[config.mk]
export PLATFORM = sky130hd
export DESIGN_NAME = predecode_queue
export DESIGN_NICKNAME = d
export VERILOG_FILES = /design/src/rtl/predecode_queue.sv
export SDC_FILE = /design/constraint.sdc
export NUM_CORES = 1
export LEC_CHECK = 0
export CORE_MARGIN = 2
export CORE_UTILIZATION = 48
export DETAILED_ROUTE_END_ITERATION = 8
export MAX_ROUTING_LAYER = met4
export PLACE_DENSITY = 0.69
export SYNTH_ARGS = -nofsm -noshare
export SYNTH_HDL_FRONTEND = slang
export SYNTH_SLANG_ARGS = --single-unit
[constraint.sdc]
create_clock -name clk -period 7.7 [get_ports clk]
set_input_delay 1.54 -clock clk [delete_from_list [all_inputs] [get_ports clk]]
set_output_delay 1.54 -clock clk [all_outputs]
set_load 0.01 [all_outputs]
[src/rtl/predecode_queue.sv]
// Instruction pre-decode FIFO: decodes fetched instructions on enqueue and buffers the decoded records.
// Optional feature: define PREDECODE_ILLEGAL_EN to add the out_illegal flag.
module predecode_queue #(
  parameter int XLEN  = 32,
  parameter int DEPTH = 4,
  parameter int SHW   = $clog2(XLEN)
) (
  input  logic                     clk,
  input  logic                     rst,
  input  logic                     flush,
  input  logic                     in_valid,
  output logic                     in_ready,
  input  logic [31:0]              in_instr,
  input  logic [XLEN-1:0]          in_pc,
  output logic                     out_valid,
  input  logic                     out_ready,
  output logic [6:0]               out_opcode,
  output logic [4:0]               out_rd,
  output logic [4:0]               out_adr1,
  output logic [4:0]               out_adr2,
  output logic [2:0]               out_funct3,
  output logic [6:0]               out_funct7,
  output logic [XLEN-1:0]          out_imm,
  output logic [XLEN-1:0]          out_pc,
  output logic [$clog2(DEPTH):0]   count
`ifdef PREDECODE_ILLEGAL_EN
  ,
  output logic                     out_illegal
`endif
);

  localparam int PW = $clog2(DEPTH);
  localparam logic [PW:0] FULL_CNT = (PW+1)'(DEPTH);
  localparam logic [PW:0] ONE_CNT  = (PW+1)'(1);
  localparam logic [PW-1:0] ONE_PTR = PW'(1);

  localparam logic [6:0] OP_LUI    = 7'b0110111;
  localparam logic [6:0] OP_AUIPC  = 7'b0010111;
  localparam logic [6:0] OP_JAL    = 7'b1101111;
  localparam logic [6:0] OP_JALR   = 7'b1100111;
  localparam logic [6:0] OP_BRANCH = 7'b1100011;
  localparam logic [6:0] OP_LOAD   = 7'b0000011;
  localparam logic [6:0] OP_STORE  = 7'b0100011;
  localparam logic [6:0] OP_IMM    = 7'b0010011;
  localparam logic [6:0] OP_OP     = 7'b0110011;

  typedef struct packed {
`ifdef PREDECODE_ILLEGAL_EN
    logic            ill;
`endif
    logic [6:0]      opcode;
    logic [4:0]      rd;
    logic [4:0]      adr1;
    logic [4:0]      adr2;
    logic [2:0]      funct3;
    logic [6:0]      funct7;
    logic [XLEN-1:0] imm;
    logic [XLEN-1:0] pc;
  } entry_t;

  entry_t          dec;
  entry_t          head;
  entry_t          mem_q [DEPTH];
  logic [PW-1:0]   rd_ptr_q, rd_ptr_d;
  logic [PW-1:0]   wr_ptr_q, wr_ptr_d;
  logic [PW:0]     count_q, count_d;
  logic            push, pop;
  logic [6:0]      op;

  assign op = in_instr[6:0];

  always_comb begin
    dec        = '0;
    dec.opcode = op;
    dec.pc     = in_pc;
    unique case (op)
      OP_LUI, OP_AUIPC: begin
        dec.rd  = in_instr[11:7];
        dec.imm = XLEN'($signed({in_instr[31:12], 12'b0}));
      end
      OP_JAL: begin
        dec.rd  = in_instr[11:7];
        dec.imm = XLEN'($signed({in_instr[31], in_instr[19:12], in_instr[20],
                                 in_instr[30:21], 1'b0}));
      end
      OP_JALR, OP_LOAD: begin
        dec.rd     = in_instr[11:7];
        dec.funct3 = in_instr[14:12];
        dec.adr1   = in_instr[19:15];
        dec.imm    = XLEN'($signed(in_instr[31:20]));
      end
      OP_BRANCH: begin
        dec.funct3 = in_instr[14:12];
        dec.adr1   = in_instr[19:15];
        dec.adr2   = in_instr[24:20];
        dec.imm    = XLEN'($signed({in_instr[31], in_instr[7], in_instr[30:25],
                                    in_instr[11:8], 1'b0}));
      end
      OP_STORE: begin
        dec.funct3 = in_instr[14:12];
        dec.adr1   = in_instr[19:15];
        dec.adr2   = in_instr[24:20];
        dec.imm    = XLEN'($signed({in_instr[31:25], in_instr[11:7]}));
      end
      OP_IMM: begin
        dec.rd     = in_instr[11:7];
        dec.funct3 = in_instr[14:12];
        dec.adr1   = in_instr[19:15];
        // shifts: on RV64 funct7[0] doubles as shamt[5]
        if (in_instr[13:12] == 2'b01) begin
          dec.funct7 = in_instr[31:25];
          dec.imm    = XLEN'(in_instr[20 +: SHW]);
        end else begin
          dec.imm    = XLEN'($signed(in_instr[31:20]));
        end
      end
      default: begin
        dec.rd     = in_instr[11:7];
        dec.funct3 = in_instr[14:12];
        dec.adr1   = in_instr[19:15];
        dec.adr2   = in_instr[24:20];
        dec.funct7 = in_instr[31:25];
      end
    endcase
`ifdef PREDECODE_ILLEGAL_EN
    dec.ill = (in_instr[1:0] != 2'b11) ||
              !(op inside {OP_LUI, OP_AUIPC, OP_JAL, OP_JALR, OP_BRANCH,
                           OP_LOAD, OP_STORE, OP_IMM, OP_OP});
`endif
  end

  assign out_valid = (count_q != '0);
  assign in_ready  = !rst && !flush && ((count_q != FULL_CNT) || out_ready);
  assign push      = in_valid && in_ready;
  assign pop       = out_valid && out_ready && !flush;

  always_comb begin
    rd_ptr_d = rd_ptr_q;
    wr_ptr_d = wr_ptr_q;
    count_d  = count_q;
    if (push) wr_ptr_d = wr_ptr_q + ONE_PTR;
    if (pop)  rd_ptr_d = rd_ptr_q + ONE_PTR;
    unique case ({push, pop})
      2'b10:   count_d = count_q + ONE_CNT;
      2'b01:   count_d = count_q - ONE_CNT;
      default: count_d = count_q;
    endcase
  end

  always_ff @(posedge clk) begin
    if (rst || flush) begin
      rd_ptr_q <= '0;
      wr_ptr_q <= '0;
      count_q  <= '0;
    end else begin
      rd_ptr_q <= rd_ptr_d;
      wr_ptr_q <= wr_ptr_d;
      count_q  <= count_d;
    end
  end

  // storage needs no reset: the head is masked whenever the queue is empty
  always_ff @(posedge clk) begin
    if (push) mem_q[wr_ptr_q] <= dec;
  end

  assign head       = out_valid ? mem_q[rd_ptr_q] : '0;
  assign out_opcode = head.opcode;
  assign out_rd     = head.rd;
  assign out_adr1   = head.adr1;
  assign out_adr2   = head.adr2;
  assign out_funct3 = head.funct3;
  assign out_funct7 = head.funct7;
  assign out_imm    = head.imm;
  assign out_pc     = head.pc;
  assign count      = count_q;
`ifdef PREDECODE_ILLEGAL_EN
  assign out_illegal = head.ill;
`endif

endmodule

==> results by group <==
Clock network
  – Clk buf depth: 3
  – H-tree depth: 2
  – Setup repair bufs after CTS: 0
  – Clock buffers created by TritonCTS: 39
  – Reg clk slew, reported paths: 60 ps
  – Worst-Skew Late Latency: 520 ps
  – Root Buffer: clkbuf_16
  – Post-CTS Hold Fix Bufs: 0
  – CTS tree: done
  – Post_cts resized: 0
  – CTS Sinks: 393

Synthesis
  – FF+latch count, synth: 393
  – Ranking of synthesized cells by area: edfxtp_1 (74%), mux4_2 (14%), and2_1 (4.6%)
  – Synthesized area: 15600 µm²
  – Cell variety after synth: 42
  – Synth area leader: edfxtp_1
  – Ys flop type: edfxtp_1
  – Part of the Yosys area used for sequential elements: 75.1%
  – Synth Warn #: 0
  – Syn Inst Count: 758
  – Area share of the largest cell type after synthesis: 74.0%
  – Synth Net Count: 833
  – Asr flop ratio synth: 0%
  – Post-synth EDFFs: 384
  – Synth Area per Inst: 20.6 µm²

Power
  – Comb power frac: 3.7%
  – Leakage: 0.00590 µW
  – Clock Power Share: 42.7%
  – PwrDens: 232 nW/µm²
  – Sequential fraction of design power: 53.6%
  – Int Pwr: 3580 µW
  – Power Total: 4420 µW
  – Sw Share: 18.8%
  – Maximum VDD drop: 0.000131 V
  – Sw Pwr: 832 µW

Finish
  – Fin area: 19000 µm²
  – Layout area overhead: 22.1%
  – Fin nets: 1013
  – Layout cells sized above 1: 17.8%

Global route
  – Vias in the first global route: 7979
  – Gr usage total: 19.8%
  – Initial antenna violation count: 1
  – First-pass GRT wire length: 48.2 mm
  – GR Overflow Total: 0
  – Largest net degree at the start of global routing: 65

Routing
  – Vias per cell: 5.50
  – DR iter-0 viols: 511
  – Detailed-route via count: 7722
  – DRT Wirelength: 31.8 mm
  – DRT Pass-1 Iters: 5
  – Total DRC errors in the routed layout: 0
  – DR WL/cell: 22.6 µm
  – Post-DRT Antenna Nets: 0

Timing
  – Worst hold slack: 511 ps
  – Tcrit/Tclk final: 64.1%
  – Max-slew violations: 0
  – Final hold vios: 0
  – Max_slew headroom: 33.1%
  – Worst Tran Pin Value: 995 ps
  – Setup_tns: 0 ps
  – Worst Clk Skew: 12.6 ps
  – RSZ-0062 raised after global routing: no
  – FMAX: 203 MHz
  – Crit path time final: 4930 ps
  – Setup violators final: 0

Critical path
  – Crit path DAT: 3390 ps
  – Reg2Reg Setup Slack: 4840 ps
  – WP data required: 6160 ps
  – CP Capture Type: primary output
  – Crit path max fanout: 36
  – CP Launch Type: flop
  – CP Class: reg2out

Status
  – Outcome: completed

Place
  – IO Port Bufs: 169
  – RD Place Congestion: 0.764
  – Post-DP HPWL: 19.1 mm
  – Placed Instance Area: 17700 µm²

Floorplanning
  – # IOs: 170
  – Row count: 65
  – Starting density of the core: 49.0%
  – Chip Height: 184 µm
  – Die area: 33900 µm²
  – Core area: 31800 µm²
  – Die X: 184 µm

Flow run
  – Maxcap violations: 0

Hold path
  – HP Class: reg2reg
-- synthesized netlist by cell type (2+ instances only) --
cell        n
clkbuf_1   23
nor2b_1    18
ha_1        5
mux4_2     96
dfxtp_1     9
nand3_1     2
and3b_1     2
nor3_1      6
or3_1       2
edfxtp_1  384
a21o_1     20
buf_1       3
xnor2_1     3
and2_1    114
nor2_1     12
a21oi_1     4
nand2_1     5
buf_4       2
xor2_1      3
inv_1       6
a22o_1      4
buf_2      11
o21ai_0     4
o31a_1      2
-- through the flow --
step           instances  utilization (%)  setup slack (ps)
2_1_floorplan        758                -              2650
3_3_place_gp        1332             55.8              2940
3_5_place_dp        1332             55.8              2880
4_1_cts             1403             59.8              2620
5_1_grt             1404             59.8              2480
6_report            1404             59.8              2770
-- critical path: stages, from the launching register on --
cell,delay (ps)
dfxtp_4,850
buf_4,700
mux4_2,590
and2_1,200
clkdlybuf4s50_1,480
-- path summary, 6_finish.rpt --
path	startpoint	endpoint	depth (start not counted)
max	flop	out_imm[8]	4
min	rd_ptr_q[1]	flop	2
max reg2reg	count[2]	mem_q[0][61]	4
min reg2reg	rd_ptr_q[1]	flop	2
-- logic make-up (layout without fill, tap and decap cells) --
| logic type | Yosys count | after routing | share of synthesized area (%) |
|---|---|---|---|
| compound gates | 38 | 38 | 1.94 |
| other cells | 0 | 1 | 0 |
| fa+ha+maj | 6 | 6 | 0.530 |
| xor+xnor | 6 | 6 | 0.337 |
| simple gates | 172 | 172 | 6.85 |
| buf+inv | 46 | 256 | 1.29 |
| flops | 393 | 393 | 75.1 |
| mux | 97 | 97 | 13.9 |
-- layout by cell type, fill, tap and decap left out, types with 2 or more instances in the layout --
cell,instances
edfxtp_1,384
clkdlybuf4s50_1,169
and2_1,110
mux4_2,96
clkbuf_16,41
a21o_1,20
nor2b_1,18
nor2_1,12
buf_4,10
clkbuf_1,9
clkinv_1,8
dfxtp_1,7
inv_1,6
nor3_1,6
clkinv_2,6
nand2_1,5
ha_1,5
bufinv_16,5
a21oi_1,4
a22o_1,4
o21ai_0,4
and2_4,4
xor2_1,3
xnor2_1,3
and3b_1,2
nand3_1,2
o31a_1,2
dfxtp_4,2
clkinvlp_4,2
-- area by class of cell --
cell class	count	area, µm²
fillers	2266	12800
flip-flops and latches	393	11700
multi-input cells	319	3690
repair buffers	179	1770
clock buffers	50	1060
well taps	435	544
clock inverters	21	225
inverters	6	22.5
diodes	1	2.50
-- layer usage --
metal	wire (µm)	vias up	track usage, %
met5	0	-	-
met3	1960	40	3.32
li1	-	3392	-
met4	503	0	4.70
met2	15400	276	31.0
met1	13900	4014	27.6
-- power groups by stage --
stage | sequential, µW | clock, µW | combinational, µW
2_1_floorplan | 2410 | 0 | 67.8
3_3_place_gp | 2410 | 0 | 160
3_5_place_dp | 2410 | 0 | 162
4_1_cts | 2370 | 1920 | 164
5_1_grt | 2370 | 2010 | 175
6_report | 2370 | 1890 | 162
-- flip-flops by register name, indices dropped and copies added (netlist names), named ones only --
| register | flops |
|---|---|
| rd_ptr_q | 2 |
| mem_q | 384 |
| count | 3 |
| wr_ptr_q | 2 |
Note: power is estimated with default switching activity, not from simulation.
